===== src/rtl/lcd_pkg.sv =====
// ============================================================================
// lcd_pkg : shared types and command constants for the LCD bus decoder
// Rev 1.0
// ============================================================================
`default_nettype none

package lcd_pkg;

  typedef enum logic [1:0] {
    PH_WAKE = 2'd0,
    PH_HI   = 2'd1,
    PH_LO   = 2'd2
  } phase_t;

  typedef enum logic [2:0] {
    CK_OTHER    = 3'd0,
    CK_CLEAR    = 3'd1,
    CK_ENTRY    = 3'd2,
    CK_DISPCTL  = 3'd3,
    CK_FUNCSET  = 3'd4,
    CK_SETDDRAM = 3'd5
  } cmd_kind_t;

  localparam logic [7:0] CMD_CLEAR    = 8'h01;
  localparam logic [7:0] CMD_ENTRY    = 8'h04;
  localparam logic [7:0] CMD_DISPCTL  = 8'h08;
  localparam logic [7:0] CMD_FUNCSET  = 8'h20;
  localparam logic [7:0] CMD_SETDDRAM = 8'h80;
  localparam logic [6:0] LINE2_BASE   = 7'h40;
  localparam logic [7:0] CLEAR_CHAR   = 8'h20;
  localparam int         BUF_DEPTH    = 32;
  localparam int         BUF_AW       = 5;

  // Classify a command byte by its leading-one position (HD44780 style).
  function automatic cmd_kind_t cmd_kind(input logic [7:0] b);
    if (b == CMD_CLEAR)                          return CK_CLEAR;
    else if (b[7] == CMD_SETDDRAM[7])            return CK_SETDDRAM;
    else if (b[7:5] == CMD_FUNCSET[7:5])         return CK_FUNCSET;
    else if (b[7:3] == CMD_DISPCTL[7:3])         return CK_DISPCTL;
    else if (b[7:2] == CMD_ENTRY[7:2])           return CK_ENTRY;
    else                                         return CK_OTHER;
  endfunction

endpackage

`default_nettype wire


===== src/rtl/lcd_char_ram.sv =====
// ============================================================================
// lcd_char_ram : 32x8 character buffer, one write port, one registered read
// Rev 1.0
// ============================================================================
`default_nettype none

module lcd_char_ram
  import lcd_pkg::*;
(
  input  logic              clk,
  input  logic              reset,
  input  logic              we,
  input  logic [BUF_AW-1:0] waddr,
  input  logic [7:0]        wdata,
  input  logic [BUF_AW-1:0] raddr,
  output logic [7:0]        rdata
);

  logic [7:0] mem [BUF_DEPTH];

  // Storage is deliberately outside the reset domain so contents survive reset.
  always_ff @(posedge clk) begin
    if (we) mem[waddr] <= wdata;
  end

  always_ff @(posedge clk or posedge reset) begin
    if (reset) rdata <= '0;
    else       rdata <= mem[raddr];
  end

endmodule

`default_nettype wire


===== src/rtl/lcd_bus_decoder.sv =====
// ============================================================================
// lcd_bus_decoder : snoops an HD44780-style 4-bit bus and mirrors the display
// Rev 1.0
// ============================================================================
`default_nettype none

module lcd_bus_decoder
  import lcd_pkg::*;
#(
  parameter int SYNC_STAGES = 2,
  parameter int MIN_E_HIGH  = 3
) (
  input  logic       clk,
  input  logic       reset,
  input  logic       lcd_rs,
  input  logic       lcd_rw,
  input  logic       lcd_e,
  input  logic [3:0] lcd_d,
  input  logic [4:0] rd_addr,
  output logic [7:0] rd_char,
  output logic       byte_valid,
  output logic       byte_rs,
  output logic [7:0] byte_data,
  output logic [4:0] cursor,
  output logic       display_on,
  output logic       nibble_mode,
  output logic       busy,
  output logic       overflow
);

  localparam int             CNT_W = $clog2(MIN_E_HIGH + 1);
  localparam logic [CNT_W-1:0] E_MIN = CNT_W'(MIN_E_HIGH);

  logic [SYNC_STAGES-1:0][6:0] sync_pipe;
  logic                        s_rs, s_rw, s_e;
  logic [3:0]                  s_d;

  always_ff @(posedge clk or posedge reset) begin
    if (reset) begin
      sync_pipe <= '0;
    end else begin
      sync_pipe[0] <= {lcd_rs, lcd_rw, lcd_e, lcd_d};
      for (int i = 1; i < SYNC_STAGES; i++) sync_pipe[i] <= sync_pipe[i-1];
    end
  end

  assign {s_rs, s_rw, s_e, s_d} = sync_pipe[SYNC_STAGES-1];

  // Strobe qualification: the count saturates at the threshold.
  logic             e_prev;
  logic [CNT_W-1:0] e_cnt;
  logic             smp_rs, smp_rw;
  logic [3:0]       smp_d;
  logic             accept;

  always_ff @(posedge clk or posedge reset) begin
    if (reset) begin
      e_prev <= 1'b0;
      e_cnt  <= '0;
      smp_rs <= 1'b0;
      smp_rw <= 1'b0;
      smp_d  <= 4'h0;
    end else begin
      e_prev <= s_e;
      if (s_e) begin
        if (e_cnt != E_MIN) e_cnt <= e_cnt + 1'b1;
        smp_rs <= s_rs;
        smp_rw <= s_rw;
        smp_d  <= s_d;
      end else begin
        e_cnt <= '0;
      end
    end
  end

  assign accept = e_prev && !s_e && (e_cnt >= E_MIN) && !smp_rw;

  phase_t     phase, phase_next;
  logic [3:0] hi_nib;
  logic       emit;
  logic [7:0] new_byte;

  always_ff @(posedge clk or posedge reset) begin
    if (reset) begin
      phase  <= PH_WAKE;
      hi_nib <= 4'h0;
    end else begin
      phase <= phase_next;
      if (accept && phase == PH_HI) hi_nib <= smp_d;
    end
  end

  always_comb begin
    phase_next = phase;
    emit       = 1'b0;
    new_byte   = {smp_d, 4'h0};
    if (accept) begin
      case (phase)
        PH_WAKE: begin
          emit = 1'b1;
          if (!smp_rs && smp_d == 4'h2) phase_next = PH_HI;
        end
        PH_HI: phase_next = PH_LO;
        PH_LO: begin
          emit     = 1'b1;
          new_byte = {hi_nib, smp_d};
          // A function-set with DL=1 drops the controller back to 8-bit wake-up.
          phase_next = (!smp_rs && hi_nib == 4'h3) ? PH_WAKE : PH_HI;
        end
        default: phase_next = PH_WAKE;
      endcase
    end
  end

  assign nibble_mode = (phase != PH_WAKE);

  logic       inc;
  logic [4:0] clr_idx;

  always_ff @(posedge clk or posedge reset) begin
    if (reset) begin
      byte_valid <= 1'b0;
      byte_rs    <= 1'b0;
      byte_data  <= 8'h00;
      cursor     <= 5'd0;
      inc        <= 1'b1;
      display_on <= 1'b0;
      busy       <= 1'b0;
      overflow   <= 1'b0;
      clr_idx    <= 5'd0;
    end else begin
      byte_valid <= emit;
      if (emit) begin
        byte_rs   <= smp_rs;
        byte_data <= new_byte;
      end
      if (busy) begin
        clr_idx <= clr_idx + 5'd1;
        if (clr_idx == 5'd31) busy <= 1'b0;
      end
      if (emit) begin
        if (busy) begin
          overflow <= 1'b1;
        end else if (smp_rs) begin
          cursor <= inc ? cursor + 5'd1 : cursor - 5'd1;
        end else begin
          case (cmd_kind(new_byte))
            CK_CLEAR: begin
              cursor  <= 5'd0;
              inc     <= 1'b1;
              busy    <= 1'b1;
              clr_idx <= 5'd0;
            end
            CK_ENTRY:   inc        <= new_byte[1];
            CK_DISPCTL: display_on <= new_byte[2];
            CK_SETDDRAM: begin
              if (new_byte[6:4] == 3'b000)
                cursor <= {1'b0, new_byte[3:0]};
              else if (new_byte[6:4] == LINE2_BASE[6:4])
                cursor <= {1'b1, new_byte[3:0]};
            end
            default: ;
          endcase
        end
      end
    end
  end

  logic       ram_we;
  logic [4:0] ram_waddr;
  logic [7:0] ram_wdata;

  // The clear sweep owns the write port; incoming data is dropped meanwhile.
  assign ram_we    = busy || (emit && smp_rs);
  assign ram_waddr = busy ? clr_idx : cursor;
  assign ram_wdata = busy ? CLEAR_CHAR : new_byte;

  lcd_char_ram u_ram (
    .clk   (clk),
    .reset (reset),
    .we    (ram_we),
    .waddr (ram_waddr),
    .wdata (ram_wdata),
    .raddr (rd_addr),
    .rdata (rd_char)
  );

endmodule

`default_nettype wire


===== config.mk =====
export PLATFORM = sky130hd
export DESIGN_NAME = lcd_bus_decoder
export DESIGN_NICKNAME = d
export VERILOG_FILES = /design/src/rtl/lcd_pkg.sv /design/src/rtl/lcd_char_ram.sv /design/src/rtl/lcd_bus_decoder.sv
export SDC_FILE = /design/constraint.sdc
export NUM_CORES = 1
export LEC_CHECK = 0
export BUFFER_PORTS_ARGS = -buffer_cell sky130_fd_sc_hd__buf_2
export CORE_MARGIN = 4
export CORE_UTILIZATION = 35
export CTS_CLUSTER_DIAMETER = 60
export CTS_CLUSTER_SIZE = 20
export DETAILED_ROUTE_END_ITERATION = 16
export GPL_TIMING_DRIVEN = 0
export SLEW_MARGIN = 10
export SYNTH_ARGS = -nofsm -noshare
export SYNTH_HDL_FRONTEND = slang
export SYNTH_SLANG_ARGS = --single-unit

===== constraint.sdc =====
create_clock -name clk -period 4.7 [get_ports clk]
set_input_delay 0.94 -clock clk [delete_from_list [all_inputs] [get_ports clk]]
set_output_delay 0.94 -clock clk [all_outputs]
set_load 0.02 [all_outputs]

## Word-level counts from Yosys, hierarchy flattened

Memory sizes are Yosys's and may differ from the RTL's. A register that Yosys moved wholly into a read port is not among the register bits.
Cells that the tools add are included.

| word-level totals | value |
|---|---|
| register bits after elaboration | 53 |
| bits in latches | 0 |
| memory bits (writable) | 256 |
| bits in read-only memories | 0 |
| output and inout bits | 27 |
| memories | 1 |

Memories:

| memory | depth | width | rd ports | clocked after Yosys merged registers in | wr ports | line | text |
|---|---|---|---|---|---|---|---|
| u_ram.mem | 32 | 8 | 1 | 1 | 1 | lcd_char_ram.sv:19 | `logic [7:0] mem [BUF_DEPTH];` |

| operators by class | value |
|---|---|
| add/subtract/negate cells | 4 |
| multiply operators | 0 |
| div/mod/pow operators | 0 |
| magnitude comparators | 1 |
| equality and inequality tests | 18 |
| shift operators | 0 |
| mux-type cells | 38 |
| bitwise gates (word level) | 2 |
| reductions and logical operators | 22 |

Operator list:

| kind | count |
|---|---|
| 5-bit two-way mux | 10 |
| 8-bit two-way mux | 3 |
| 3-bit two-way mux | 6 |
| 4-bit AND reduction | 3 |
| 1-bit two-way mux | 11 |
| 5-bit by 1-bit adder with 5-bit output, second input constant | 2 |
| 2-bit two-way mux | 5 |
| 5-bit one-hot mux with 2 select lines | 1 |
| 4-bit by 2-bit == test with 1-bit output, second input constant | 2 |
| 8-bit by 1-bit == test with 1-bit output, second input constant | 1 |
| 1-bit logical AND | 7 |
| 3-bit by 1-bit == test with 1-bit output, second input constant | 2 |
| 3-bit by 2-bit == test with 1-bit output, second input constant | 2 |
| 3-bit == test, second input constant | 2 |
| 6-bit by 1-bit == test with 1-bit output, second input constant | 1 |
| 2-bit one-hot mux with 3 select lines | 1 |
| 5-bit by 1-bit == test with 1-bit output, second input constant | 1 |
| 5-bit == test, second input constant | 1 |
| 5-bit by 1-bit subtractor with 5-bit output, second input constant | 1 |
| 2-bit inequality test, second input constant | 2 |
| 4-bit inequality test, second input constant | 1 |
| 2-bit AND reduction | 2 |
| 2-bit nonzero test | 2 |
| 1-bit zero test | 3 |
| other kinds (12) | 13 |

## Longest topological paths before layout

| logic depth | value |
|---|---|
| depth in word-level cells | 19 |
| depth in mapped cells | 7 |
| depth with buffers taken out | 7 |

## Modules after synthesis

A second synthesis with hierarchy kept.

| unflattened totals | value |
|---|---|
| cells, all modules | 633 |
| area, all modules | 12550.8 um2 |

By module, submodules not included:

| module | times used | cells an instance | area an instance (um2) | seq. area each (um2) |
|---|---|---|---|---|
| lcd_char_ram | 1 | 418 | 10097.2 | 7887.6 |
| lcd_bus_decoder | 1 | 215 | 2453.6 | 1327.5 |

## Worst setup path before layout

Ideal clock, no wire load.

| path | value |
|---|---|
| kind | reg-to-reg |
| start | register sync_pipe (netlist bit s_e) |
| end | memory u_ram.mem[0][7] (data pin) |
| library setup time | 377 ps |
| arrival | 2393 ps |
| data required time | 4323 ps |
| path slack | 1930 ps |
| stages on the path, launching flop included | 7 |
| buffers on the path | 2 |
| period minus slack after synthesis | 2770 ps |
| cells stage by stage | dfrtp_1 > buf_2 > nand4bb_1 > nor3_1 > clkbuf_1 > nand2_1 > a21oi_1 |

| on the way | value |
|---|---|
| cells in the longest elaborated chain, start to end | 6 |

Ends and longest elaborated chain:

| what | line | text |
|---|---|---|
| from (decl) | lcd_bus_decoder.sv:34 | `logic [SYNC_STAGES-1:0][6:0] sync_pipe;` |
| 1-bit zero test | lcd_bus_decoder.sv:76 | `assign accept = e_prev && !s_e && (e_cnt >= E_MIN) && !smp_rw;` |
| 1-bit logical AND (3 in a row) | lcd_bus_decoder.sv:76 |  |
| 8-bit two-way mux | lcd_bus_decoder.sv:97 | `if (accept) begin` |
| 8-bit two-way mux | lcd_bus_decoder.sv:176 | `assign ram_wdata = busy ? CLEAR_CHAR : new_byte;` |
| net ram_wdata[7] | lcd_bus_decoder.sv:171 | `logic [7:0] ram_wdata;` |
| to (decl) | lcd_char_ram.sv:19 |  |

The timed path passes the listed nets, and every way through them passes these cells.

## Worst setup path after layout

| path | value |
|---|---|
| start | register sync_pipe (netlist bit s_e) |
| end | memory u_ram.mem[7][3], enable pin |

| on the way | value |
|---|---|
| cells in the longest elaborated chain, start to end | 9 |

Ends and longest elaborated chain:

| what | line | text |
|---|---|---|
| 1-bit zero test | lcd_bus_decoder.sv:76 |  |
| 1-bit logical AND (3 in a row) | lcd_bus_decoder.sv:76 |  |
| 1-bit two-way mux | lcd_bus_decoder.sv:97 |  |
| 1-bit logical AND | lcd_bus_decoder.sv:174 | `assign ram_we = busy \|\| (emit && smp_rs);` |
| 1-bit logical OR | lcd_bus_decoder.sv:174 |  |
| 1-bit two-way mux | lcd_char_ram.sv:23 | `if (we) mem[waddr] <= wdata;` |
| 1-bit two-way mux (not written as such) | lcd_char_ram.sv:23 |  |

Every way passes these cells.

==> flow_summary_export.csv <==
group,metric,value,unit
outcome,status,"finished, final reports clean",
min_path,hold_path_class,"flop to flop",
power,swShare,0.241,
logic_synthesis,yosysWarnings,0,
sta,fin_crit,3090,ps
cells_and_area,layout.nets,745,
setup_path,endpoint_kind,"flop",
power,leakagePower,5.20,nW
logic_synthesis,yosysSeqAreaShare,0.731,
sta,hold_ws,349,ps
cts,ctsResizeCount,0,
setup_path,path_buf_inv,1,
detailed_routing,wl_per_cell,22.2,µm
cells_and_area,most-common-layout-cells,"edfxtp_1 (256), mux4_2 (80), dfrtp_1 (60)",
floorplanning,ioPinCount,41,
detailed_routing,via_per_inst,5.20,
sta,relSlewSlack,0.424,
cells_and_area,syn_to_final_growth,14.3,%
detailed_routing,postRouteAntennaNets,0,
sta,finClkSkew,36.1,ps
sta,period_share,0.657,
setup_path,path_delay_family,"simple AND/OR/NAND/NOR gates",
global_routing,overflow,0,
sta,setup_viol,0,
detailed_routing,vias,6261,
cts,cts_buffers,27,
logic_synthesis,synth-async-reset-ratio,0.192,
logic_synthesis,syn_nets,677,
sta,rsz0062_at_grt,"false",
floorplanning,dieArea,39100,µm²
setup_path,critPathSlowestCell,"nor2_1",
global_routing,grt_antenna_before_repair,0,
place,routabilityCongestion,0.846,
global_routing,grt_pass1_vias,6342,
global_routing,grt_start_max_net_pins,62,
place,portBuffers,35,
cts,root_buffer,"clkbuf_16",
power,power_frac_clock,0.389,
cts,cts-hold-fix-buffers,0,
floorplanning,start_util,0.354,
global_routing,grt_first_pass_wirelength,41.0,mm
detailed_routing,routed_wl,26.7,mm
floorplanning,fp.dieH,198,µm
setup_path,arrival,3280,ps
place,hpwl,17.5,mm
sta,layout_setup_ws,1610,ps
power,pwr-share-comb,0.082,
floorplanning,rows,69,
cts,clock_latency,560,ps
sta,slew_viol_final,0,
sta,hold_viol,0,
cts,post-cts-setup-buffer-count,0,
place,dp_slack,1140,ps
detailed_routing,drc,0,
power,ir_worst_vdd,0.267,mV
logic_synthesis,syn_inst,656,
logic_synthesis,synth-seq-cells,317,
power,pwr-share-seq,0.528,
floorplanning,die_width,198,µm
setup_path,slowest_delay,790,ps
power,p_per_area,410,nW/µm²
cells_and_area,antennaDiodeCount,0,
setup_path,crit_required,4890,ps
setup_path,crit_chain,"buf_2 -> nand4bb_1 -> nor3_1 -> a32o_1 -> nand2_1 -> nor2_1",
setup_path,cp_max_fo,10,
cts,clock_path_buffers,3,
cts,cts.sinks,317,
logic_synthesis,ys.flop_type,"edfxtp_1",
cells_and_area,mostFrequentLayoutCell,"edfxtp_1",
logic_synthesis,syn_area,12600,µm²
logic_synthesis,avgSynthCellArea,19.2,µm²
global_routing,track_usage,0.137,
logic_synthesis,synth_edf_count,256,
logic_synthesis,synth_cell_types,51,
flow_run,drv_cap,0,
detailed_routing,drt-initial-drc-count,589,
power,netSwitchingPower,0.00143,W
sta,fmax,0.324,GHz
cts,htreeDepth,1,
sta,tightest_slew,861,ps
cells_and_area,drive_above_1_share,0.283,
cts,clk_pin_slew_worst_paths,80,ps
detailed_routing,firstDrtPassIters,5,
sta,setup-tns-final,0,ps
setup_path,path_class,"flop to flop",
power,power.internal,0.00449,W
floorplanning,core-area,35600,µm²
setup_path,cp-start-kind,"flop",
cts,cts_tree,"yes",
## per-stage QoR
stage               utilization  cell area, µm²  power, W  cells
floorplan                     -           12600   0.00351    656
global placement          0.376           13400   0.00366   1152
detailed placement        0.379           13500   0.00368   1155
CTS                       0.404           14400   0.00597   1202
global route              0.405           14400   0.00615   1203
finish                    0.405           14400   0.00591   1203
## path summary, 6_finish.rpt
path                                   startpoint                        end  slack [ps]  cells after the start
min                        sync_pipe[4]$_DFF_PP0_              s_e$_DFF_PP0_         350                      0
max reg2reg                         s_e$_DFF_PP0_  u_ram.mem[7][3]$_DFFE_PP_        1610                      6
max                                 s_e$_DFF_PP0_  u_ram.mem[7][3]$_DFFE_PP_        1610                      6
min in group asynchronous                   reset   u_ram.rdata[6]$_DFF_PP0_         460                      3
max in group asynchronous                   reset            inc$_DFFE_PP1P_        3940                      3
min reg2reg                sync_pipe[4]$_DFF_PP0_              s_e$_DFF_PP0_         350                      0
## layer usage
metal | track usage | share of wire | vias to the layer above
met5 | 0 | 0 | -
met3 | 0.0228 | 0.061 | 35
li1 | - | - | 2757
met2 | 0.217 | 0.47 | 206
met1 | 0.204 | 0.45 | 3263
met4 | 0.0270 | 0.019 | 0
## cells by family (layout without fill, tap and decap cells)
group | after synthesis | in the layout | synth area share
flops | 317 | 317 | 0.731
simple gates | 124 | 124 | 0.0455
mux | 109 | 109 | 0.168
compound gates | 49 | 49 | 0.0276
buf+inv | 43 | 129 | 0.0155
fa+ha+maj | 7 | 7 | 0.00754
xor+xnor | 7 | 7 | 0.00486
## cells in the mapped netlist (2+ instances only)
master    instances  share of area
mux2i_1           7         0.0056
and2_1            2        0.00099
a21oi_1          13         0.0052
xor2_1            3         0.0021
buf_4             6         0.0036
dfrtp_1          60           0.12
and4b_1           3         0.0024
nor2_1           44          0.013
o32ai_1           4         0.0028
mux2_2           22          0.020
clkbuf_1         15         0.0045
edfxtp_1        256           0.61
a21o_1            5         0.0030
o21ai_0           8         0.0032
xnor2_1           4         0.0028
inv_1             9         0.0027
a22o_1            2         0.0014
mux4_2           80           0.14
buf_2             3         0.0012
a31oi_1           4         0.0020
nor2b_1           2        0.00099
nor3_1            8         0.0032
nand2_1          44          0.013
nand2b_1          2        0.00099
and3_1            5         0.0025
buf_1             9         0.0027
nand4_1           2        0.00099
ha_1              6         0.0060
nand3_1           6         0.0024
## power groups by stage
stage          registers, W  logic [W]  clock network [W]
6_report            0.00312   0.000486            0.00230
2_1_floorplan       0.00322   0.000290                  0
3_3_place_gp        0.00319   0.000468                  0
3_5_place_dp        0.00319   0.000491                  0
4_1_cts             0.00313   0.000494            0.00235
5_1_grt             0.00313   0.000536            0.00248
## worst reg2reg max path: cells and delay by family, from the launching register on
family                 cells  cell delay (ps)
AOI/OAI and AO/OA          1              290
buffers and inverters      1              180
DFF                        1              370
and+or+nand+nor            4             1890
## registers in the layout, indices dropped and copies added, names as in the netlist, 2 cells and up
name / cells
u_ram.mem: 256
byte_data: 8
u_ram.rdata: 8
sync_pipe: 7
clr_idx: 5
cursor: 5
hi_nib: 4
s_d: 4
smp_d: 4
e_cnt: 2
phase: 2
## layout make-up
cell class / count / area (µm²)
multi-input combinational: 296 / 3240
tap: 461 / 577
timing repair buffer: 39 / 273
clock inverter: 20 / 231
sequential: 317 / 9220
clock buffer: 27 / 676
fill: 3192 / 21200
buffer: 34 / 161
inverter: 9 / 36.3
Note: power is estimated with default switching activity, not from simulation.
